$ cat src/rtl/sky130_fd_io__top_power_hvc_seq_pkg.sv
// rtl/sky130_fd_io__top_power_hvc_seq_pkg.sv - shared state encoding and limits for the HVC power sequencer
package sky130_fd_io__top_power_hvc_seq_pkg;

    // Largest number of sequenced supply channels the block is built for
    localparam int HVC_NCH_MAX = 16;

    // Sequencer states; the encoding is exposed on the STATE port
    typedef enum logic [2:0] {
        ST_OFF      = 3'd0,
        ST_DEBOUNCE = 3'd1,
        ST_RAMP     = 3'd2,
        ST_ON       = 3'd3,
        ST_SHUTDOWN = 3'd4,
        ST_FAULT    = 3'd5
    } hvc_state_t;

endpackage

$ cat src/rtl/sky130_fd_io__top_power_hvc_seq_sync.sv
// rtl/sky130_fd_io__top_power_hvc_seq_sync.sv - W-wide two-flop synchronizer with async active-low reset
module sky130_fd_io__top_power_hvc_seq_sync #(
    parameter int W = 4
) (
    input  logic         i_clk,
    input  logic         i_rst_n,
    input  logic [W-1:0] i_d,
    output logic [W-1:0] o_q
);

    logic [W-1:0] r_meta;
    logic [W-1:0] r_sync;

    // Two back-to-back flops resolve metastability on the asynchronous detect inputs
    always_ff @(posedge i_clk or negedge i_rst_n) begin
        if (!i_rst_n) begin
            r_meta <= '0;
            r_sync <= '0;
        end else begin
            r_meta <= i_d;
            r_sync <= r_meta;
        end
    end

    assign o_q = r_sync;

endmodule

$ cat src/rtl/sky130_fd_io__top_power_hvc_seq.sv
// rtl/sky130_fd_io__top_power_hvc_seq.sv - pad supply pass-switch sequencer (option macro SKY130_FD_IO_HVC_SEQ_REVERSE_OFF_EN)
module sky130_fd_io__top_power_hvc_seq
    import sky130_fd_io__top_power_hvc_seq_pkg::*;
#(
    parameter int NCH         = 4,
    parameter int DEB_CYCLES  = 16,
    parameter int STEP_CYCLES = 8
) (
    input  logic           CLK,
    input  logic           RESET_B,
    input  logic           EN,
    input  logic [NCH-1:0] PWR_DET,
    input  logic           CLR_FAULT,
    output logic [NCH-1:0] SW_EN,
    output logic           PGOOD,
    output logic           FAULT,
    output logic [2:0]     STATE
);

    localparam int DEB_W  = $clog2(DEB_CYCLES + 1);
    localparam int STEP_W = $clog2(STEP_CYCLES + 1);

    localparam logic [DEB_W-1:0]  DEB_MAX   = DEB_W'(DEB_CYCLES);
    localparam logic [STEP_W-1:0] STEP_MAX  = STEP_W'(STEP_CYCLES);
    localparam logic [STEP_W-1:0] STEP_LAST = STEP_W'(STEP_CYCLES - 1);

    logic [NCH-1:0]    w_det_s;
    logic              w_all_det;

    hvc_state_t        r_state;
    logic [NCH-1:0]    r_sw_en;
    logic              r_pgood;
    logic              r_fault;
    logic [DEB_W-1:0]  r_deb_cnt;
    logic [STEP_W-1:0] r_step_cnt;

    sky130_fd_io__top_power_hvc_seq_sync #(
        .W (NCH)
    ) u_sync (
        .i_clk   (CLK),
        .i_rst_n (RESET_B),
        .i_d     (PWR_DET),
        .o_q     (w_det_s)
    );

    assign w_all_det = &w_det_s;

    // Sequencer: debounce supply presence, ramp switches on one by one, watch for supply loss
    always_ff @(posedge CLK or negedge RESET_B) begin
        if (!RESET_B) begin
            r_state    <= ST_OFF;
            r_sw_en    <= '0;
            r_pgood    <= 1'b0;
            r_fault    <= 1'b0;
            r_deb_cnt  <= '0;
            r_step_cnt <= '0;
        end else begin
            case (r_state)
                ST_OFF: begin
                    r_sw_en    <= '0;
                    r_pgood    <= 1'b0;
                    r_step_cnt <= '0;
                    r_deb_cnt  <= '0;
                    if (EN && w_all_det) begin
                        r_state <= ST_DEBOUNCE;
                    end
                end

                ST_DEBOUNCE: begin
                    if (!EN) begin
                        r_state   <= ST_OFF;
                        r_deb_cnt <= '0;
                    end else if (!w_all_det) begin
                        // Any dropout restarts the stability window
                        r_deb_cnt <= '0;
                    end else if (r_deb_cnt == DEB_MAX) begin
                        r_state    <= ST_RAMP;
                        r_sw_en    <= NCH'(1);
                        r_step_cnt <= '0;
                        r_deb_cnt  <= '0;
                    end else begin
                        r_deb_cnt <= r_deb_cnt + 1'b1;
                    end
                end

                ST_RAMP, ST_ON: begin
                    if (!w_all_det) begin
                        // Supply loss wins over a simultaneous power-down request
                        r_state    <= ST_FAULT;
                        r_sw_en    <= '0;
                        r_pgood    <= 1'b0;
                        r_fault    <= 1'b1;
                        r_step_cnt <= '0;
                    end else if (!EN) begin
                        r_pgood    <= 1'b0;
                        r_step_cnt <= '0;
`ifdef SKY130_FD_IO_HVC_SEQ_REVERSE_OFF_EN
                        // Drop the most recently enabled channel first
                        r_state <= ST_SHUTDOWN;
                        r_sw_en <= r_sw_en >> 1;
`else
                        r_state <= ST_OFF;
                        r_sw_en <= '0;
`endif
                    end else if (r_state == ST_RAMP) begin
                        if (r_step_cnt == STEP_LAST) begin
                            r_step_cnt <= '0;
                            if (r_sw_en[NCH-1]) begin
                                r_state <= ST_ON;
                                r_pgood <= 1'b1;
                            end else begin
                                // Thermometer growth: next channel only, never a skip
                                r_sw_en <= (r_sw_en << 1) | NCH'(1);
                            end
                        end else if (r_step_cnt != STEP_MAX) begin
                            r_step_cnt <= r_step_cnt + 1'b1;
                        end
                    end
                end

                ST_SHUTDOWN: begin
                    r_pgood <= 1'b0;
                    if (!w_all_det) begin
                        r_state    <= ST_FAULT;
                        r_sw_en    <= '0;
                        r_fault    <= 1'b1;
                        r_step_cnt <= '0;
                    end else if (r_sw_en == '0) begin
                        r_state    <= ST_OFF;
                        r_step_cnt <= '0;
                    end else if (r_step_cnt == STEP_LAST) begin
                        r_step_cnt <= '0;
                        r_sw_en    <= r_sw_en >> 1;
                    end else if (r_step_cnt != STEP_MAX) begin
                        r_step_cnt <= r_step_cnt + 1'b1;
                    end
                end

                ST_FAULT: begin
                    r_sw_en    <= '0;
                    r_pgood    <= 1'b0;
                    r_step_cnt <= '0;
                    r_deb_cnt  <= '0;
                    // A clear is refused while any supply is still missing
                    if (CLR_FAULT && w_all_det) begin
                        r_state <= ST_OFF;
                        r_fault <= 1'b0;
                    end
                end

                default: begin
                    r_state    <= ST_OFF;
                    r_sw_en    <= '0;
                    r_pgood    <= 1'b0;
                    r_step_cnt <= '0;
                    r_deb_cnt  <= '0;
                end
            endcase
        end
    end

    assign SW_EN = r_sw_en;
    assign PGOOD = r_pgood;
    assign FAULT = r_fault;
    assign STATE = r_state;

endmodule
$ cat config.mk
export PLATFORM = sky130hd
export DESIGN_NAME = sky130_fd_io__top_power_hvc_seq
export DESIGN_NICKNAME = d
export VERILOG_FILES = /design/src/rtl/sky130_fd_io__top_power_hvc_seq_pkg.sv /design/src/rtl/sky130_fd_io__top_power_hvc_seq_sync.sv /design/src/rtl/sky130_fd_io__top_power_hvc_seq.sv
export SDC_FILE = /design/constraint.sdc
export NUM_CORES = 1
export LEC_CHECK = 0
export ABC_CLOCK_PERIOD_IN_PS = 2300
export CAP_MARGIN = 20
export CORE_MARGIN = 2
export CORE_UTILIZATION = 55
export DETAILED_ROUTE_END_ITERATION = 12
export GPL_ROUTABILITY_DRIVEN = 0
export MAX_ROUTING_LAYER = met4
export PLACE_DENSITY = 0.79
export SLEW_MARGIN = 10
export SYNTH_ARGS = -nofsm -noshare
export SYNTH_HDL_FRONTEND = slang
export SYNTH_SLANG_ARGS = --single-unit
$ cat constraint.sdc
create_clock -name CLK -period 2.3 [get_ports CLK]
set_clock_uncertainty 0.15 [all_clocks]
set_input_delay 0.69 -clock CLK [delete_from_list [all_inputs] [get_ports CLK]]
set_output_delay 0.69 -clock CLK [all_outputs]
set_load 0.05 [all_outputs]
Yosys cells after proc, flatten, opt, wreduce, memory -nomap -nowiden
Index checks and enable logic that the tools add are counted.
{"block": "classes", "add_sub_neg": 2, "eq_ne": 23, "muxes": 49, "bitwise": 1, "reduce_logical": 14}
{"cell": "4-bit two-way mux", "count": 21}
{"cell": "3-bit two-way mux", "count": 12}
{"cell": "4-bit case mux with 3 select lines", "count": 2}
{"cell": "4-bit inequality test (second input constant)", "count": 5}
{"cell": "8-bit AND reduction", "count": 2}
{"cell": "5-bit two-way mux", "count": 3}
{"cell": "3-bit inequality test (second input constant)", "count": 5}
{"cell": "3-bit case mux with 5 select lines", "count": 1}
{"cell": "2-bit inequality test (second input constant)", "count": 6}
{"cell": "4-bit AND reduction", "count": 3}
{"cell": "5-bit case mux with 2 select lines", "count": 1}
{"cell": "1-bit two-way mux", "count": 7}
{"cell": "7-bit AND reduction", "count": 1}
{"cell": "3-bit by 2-bit == test with 1-bit output (second input constant)", "count": 2}
{"cell": "3-bit == test (second input constant)", "count": 2}
{"cell": "5-bit by 1-bit adder with 5-bit output (second input constant)", "count": 1}
{"cell": "5-bit == test (second input constant)", "count": 1}
{"cell": "4-bit by 1-bit adder with 4-bit output (second input constant)", "count": 1}
{"cell": "4-bit by 3-bit == test with 1-bit output (second input constant)", "count": 1}
{"cell": "4-bit logical NOT", "count": 1}
{"cell": "1-bit case mux with 2 select lines", "count": 2}
{"cell": "3-bit by 1-bit == test with 1-bit output (second input constant)", "count": 1}
{"cell": "3-bit logical NOT", "count": 1}
{"cell": "3-bit AND reduction", "count": 1}
{"cell": "5 further kinds", "count": 6}
{"block": "word_totals", "reg_bits": 26, "in_bits": 8, "out_inout_bits": 9, "wordCells": 98}

Depth between registers and ports, before layout
{"block": "depth", "depth_word": 7, "depth_mapped": 7, "depth_no_buf": 7}

Cells and area by module
A second synthesis with hierarchy kept.
{"block": "unflattened", "cells_unflattened": 141, "hier_area_um2": 1382.6}
{"module": "sky130_fd_io__top_power_hvc_seq", "instances": 1, "cells_each": 133, "area_per_inst_um2": 1182.4, "seq_area_each_um2": 450.4}
{"module": "sky130_fd_io__top_power_hvc_seq_sync", "instances": 1, "cells_each": 8, "area_per_inst_um2": 200.2, "seq_area_each_um2": 200.2}

Worst setup path after synthesis
Ideal clock, no wire load.
{"block": "synth_timing", "kind": "register to register", "from": "register r_sw_en[0], in the netlist SW_EN[0]", "to": "register r_step_cnt[0]", "setup_time_ns": 0.122, "arrival_ns": 1.753, "t_required_ns": 2.028, "path_slack_ns": 0.275, "stages_incl_launch_ff": 6, "path_buffers": 0, "period_less_slack_ns": 2.025, "path_cell_list": "dfrtp_1 or4_4 a21o_1 nand2_2 nor2_2 a32o_1"}
{"block": "synth_between", "elab_chain_cells": 4}
{"element": "start, declared", "line": "sky130_fd_io__top_power_hvc_seq.sv:31", "rtl": "logic [NCH-1:0] r_sw_en;"}
{"element": "start signal, assigned", "line": "sky130_fd_io__top_power_hvc_seq.sv:113", "rtl": "r_sw_en <= (r_sw_en << 1) | NCH'(1);"}
{"element": "start signal, assigned", "line": "sky130_fd_io__top_power_hvc_seq.sv:133", "rtl": "r_sw_en <= r_sw_en >> 1;"}
{"element": "4-bit logical NOT", "line": "sky130_fd_io__top_power_hvc_seq.sv:128", "rtl": "end else if (r_sw_en == '0) begin"}
{"element": "4-bit two-way mux", "line": "sky130_fd_io__top_power_hvc_seq.sv:128"}
{"element": "4-bit two-way mux", "line": "sky130_fd_io__top_power_hvc_seq.sv:123", "rtl": "if (!w_all_det) begin"}
{"element": "4-bit case mux with 3 select lines", "line": "sky130_fd_io__top_power_hvc_seq.sv:58", "rtl": "case (r_state)"}
{"element": "end signal, assigned", "line": "sky130_fd_io__top_power_hvc_seq.sv:116", "rtl": "r_step_cnt <= r_step_cnt + 1'b1;"}
{"element": "end signal, assigned", "line": "sky130_fd_io__top_power_hvc_seq.sv:135", "rtl": "r_step_cnt <= r_step_cnt + 1'b1;"}
{"element": "end, declared", "line": "sky130_fd_io__top_power_hvc_seq.sv:35", "rtl": "logic [STEP_W-1:0] r_step_cnt;"}
No other way between the ends.
A chain may end at the register's enable or synchronous reset.

Final worst setup path
{"block": "layout_timing", "from": "input EN", "to": "register r_step_cnt[2]"}
{"block": "layout_between", "elab_chain_cells": 3, "word_cells_on_any_way": 6, "cone_classes": "2 x eq/ne; 3 x mux; 1 x reduce/logical"}
{"element": "start, declared", "line": "sky130_fd_io__top_power_hvc_seq.sv:11", "rtl": "input logic EN,"}
{"element": "4-bit two-way mux", "line": "sky130_fd_io__top_power_hvc_seq.sv:94", "rtl": "end else if (!EN) begin"}
{"element": "4-bit two-way mux", "line": "sky130_fd_io__top_power_hvc_seq.sv:87", "rtl": "if (!w_all_det) begin"}
{"element": "4-bit case mux with 3 select lines", "line": "sky130_fd_io__top_power_hvc_seq.sv:58"}
Several ways; a longest one is shown, not always the timed one.

==> key figures <==
Setup path
  – Crit Path Max Fanout: 7
  – Slowest stage delay, CP: 0.53 ns
  – WS Path Type: input port to flip-flop
  – Worst EP arrival: 2.22 ns
  – Critical Path End Type: flip-flop
  – Req. time, crit path: 2.38 ns
  – Max stage delay cell, worst path: clkdlybuf4s50_1
  – Reg2reg path depth: 7
  – Crit start category: input port
  – Cell chain of the critical path: clkdlybuf4s50_1 -> inv_1 -> nor4_1 -> a211oi_2 -> o21bai_1 -> a22o_1

Clock network
  – Clock transition at path regs: 0.14 ns
  – Root Buffer: clkbuf_4
  – Hold-fix buffers, CTS: 0
  – Post-CTS setup buffer count: 0
  – Num CTS Buffers: 3
  – H-tree depth: 1
  – CTS resizes: 0
  – Clock buffer depth: 2
  – Sink Count: 26
  – Clk_lat worst skew: 0.32 ns
  – CTS tree: built

STA
  – Relative slew slack: 61.5%
  – Slew at the pin with the worst max-slew slack: 0.576 ns
  – Crit path time final: 2.14 ns
  – Endpoints failing hold: 0
  – Pins Over Slew Limit: 0
  – Final Cycle Share: 93.2%
  – Setup violators final: 0
  – Fmax: 466 MHz
  – Setup WS post-layout: 0.156 ns
  – Setup total negative slack: 0 ns
  – RSZ-0062 raised after global routing: false

Detailed routing
  – DRC viols: 0
  – DR WL/cell: 15.3 um
  – Routed Wire Length: 3030 um
  – Via count: 1,213
  – Initial drt markers: 66
  – 1st-pass router iterations: 4
  – Vias/cell: 6.13
  – Final ANT Viol Nets: 0

GRT
  – Global Route Usage Sum: 21.6%
  – Initial antenna violation count: 0
  – Vias in the first global route: 1,184
  – Overflow after GRT: 0
  – First-pass GRT wire length: 5270 um
  – Largest net degree at the start of global routing: 27

Final layout
  – Ant. Diodes: 0
  – Fin nets: 181
  – Share of cells above drive strength 1: 17.9%
  – Fin cells: 198
  – P&R area growth vs syn: 17.6%

Synthesis
  – Seq/Total Area, Yosys: 44.8%
  – Syn. warnings: 0
  – Syn Nets: 160
  – Synthesized area: 0.00145 mm2
  – Top_reg_cell synth: dfrtp_1
  – EDFF count, synth: 0
  – Yosys reg bits: 26
  – Synth cell types: 48
  – Syn Area/Cell: 9.82 um2
  – Synth Instances: 148
  – Post-synth ARST share: 100%

Die
  – Die Width: 55.4 um
  – Core area: 0.00250 mm2
  – Die area: 0.00307 mm2
  – Chip height: 55.4 um
  – Num rows: 18
  – IO Pins: 17
  – Starting density of the core: 58.2%

Run status
  – Status: completed

Place
  – Pre-CTS setup slack: -0.188 ns
  – DP Cell Count: 194
  – PortBufs: 16
  – DP HPWL: 2190 um

Power and ir drop
  – Leak pwr: 0.725 nW
  – Power Dens Cells: 880 mW/mm2
  – Max VDD drop: 0.000694 V
  – Total power: 0.00150 W

Flow run
  – Max_cap viols: 0

Worst hold path
  – WHS Path Cells: 0
  – HP Class: flip-flop to flip-flop
cells by family (layout without fill, tap and decap cells):
group	count (synthesis)	in the layout	share of synthesized area, %
AO/OA/AOI/OAI	48	48	25.0
XOR/XNOR	1	1	0.603
AND/OR/NAND/NOR	52	52	21.4
flip-flops	26	26	44.8
adder cells (fa/ha/maj)	4	4	3.44
buffers and inverters	17	37	4.82
metal layers:
metal	track usage (%)	wire length [um]	share of wire [%]	vias up
met5	-	0	0	-
met4	5.92	13	0.43	0
met3	4.22	157	5.2	2
met2	34.2	1500	50	37
met1	28.5	1350	45	594
li1	-	-	-	580
synthesized netlist by cell type, drive strengths merged (2+ instances only):
| cell | number | area (um2) |
|---|---|---|
| nand3 | 5 | 25.0 |
| buf | 5 | 25.0 |
| nor2 | 9 | 36.3 |
| nor4 | 2 | 12.5 |
| nand2 | 15 | 58.8 |
| o21bai | 3 | 26.3 |
| o2bb2ai | 3 | 26.3 |
| o21ai | 12 | 63.8 |
| nand4 | 2 | 12.5 |
| a22o | 2 | 17.5 |
| inv | 11 | 41.3 |
| dfrtp | 26 | 651 |
| nor2b | 3 | 18.8 |
| nor3b | 3 | 33.8 |
| o311ai | 2 | 17.5 |
| nor3 | 3 | 15.0 |
| nand3b | 2 | 15.0 |
| a31oi | 2 | 27.5 |
| ha | 4 | 50.1 |
| a21oi | 10 | 50.1 |
| a21o | 3 | 22.5 |
| o31ai | 2 | 15.0 |
through the flow:
stage	utilization, %	instance area (um2)	hold slack [ns]
after floorplan	-	1450	0.181
after global placement	66.3	1660	0.182
after detailed placement	66.3	1660	0.185
after CTS	68.4	1710	0.217
after global routing	68.4	1710	0.227
final	68.4	1710	0.216
worst max-delay path: cells and delay by family:
kind                   cells  cell delay, ns
AO/OA/AOI/OAI              3            0.56
AND/OR/NAND/NOR            1            0.35
buffers and inverters      2            0.61
placed cells by master, fill, tap and decap left out, types with 3 or more instances in the layout:
cell	n
ha_1	4
nor2_1	8
o21ai_0	9
buf_4	14
a21o_1	3
dfrtp_1	26
clkdlybuf4s50_1	7
a21oi_1	10
nor3_1	3
nand2_1	14
nor2b_1	3
inv_1	11
clkbuf_4	3
nand3_1	5
o2bb2ai_1	3
report_power, final:
group / switching (W) / internal, W / total (W)
registers: 0.0000817 / 0.000497 / 0.000579
clock network: 0.000137 / 0.000176 / 0.000313
logic: 0.000376 / 0.000237 / 0.000613
cell type report:
cell class | instances | area (um2)
clock buffer | 3 | 22.5
clock inverter | 1 | 30.0
fill | 192 | 790
inverter | 11 | 41.3
multi-input combinational | 105 | 733
sequential | 26 | 651
tap | 30 | 37.5
timing repair buffer | 22 | 195
registers in the layout, indices dropped and copies added (netlist names):
name           count
u_sync.o_q         4
r_step_cnt         4
r_deb_cnt          5
u_sync.r_meta      4
SW_EN              4
STATE              3
PGOOD              1
FAULT              1
final timing paths:
| path | start | endpoint | slack (ns) |
|---|---|---|---|
| worst max-delay path | EN | r_step_cnt[2] | 0.16 |
| worst min-delay path | u_sync.r_meta[1] | u_sync.o_q[1] | 0.22 |
| worst max register to register | r_deb_cnt[0] | r_step_cnt[0] | 0.28 |
| worst min register to register | u_sync.r_meta[1] | u_sync.o_q[1] | 0.22 |
| max in group asynchronous | RESET_B | r_deb_cnt[1] | 1.20 |
| min in group asynchronous | RESET_B | r_deb_cnt[4] | 0.55 |
(Power assumes the default switching activity.)
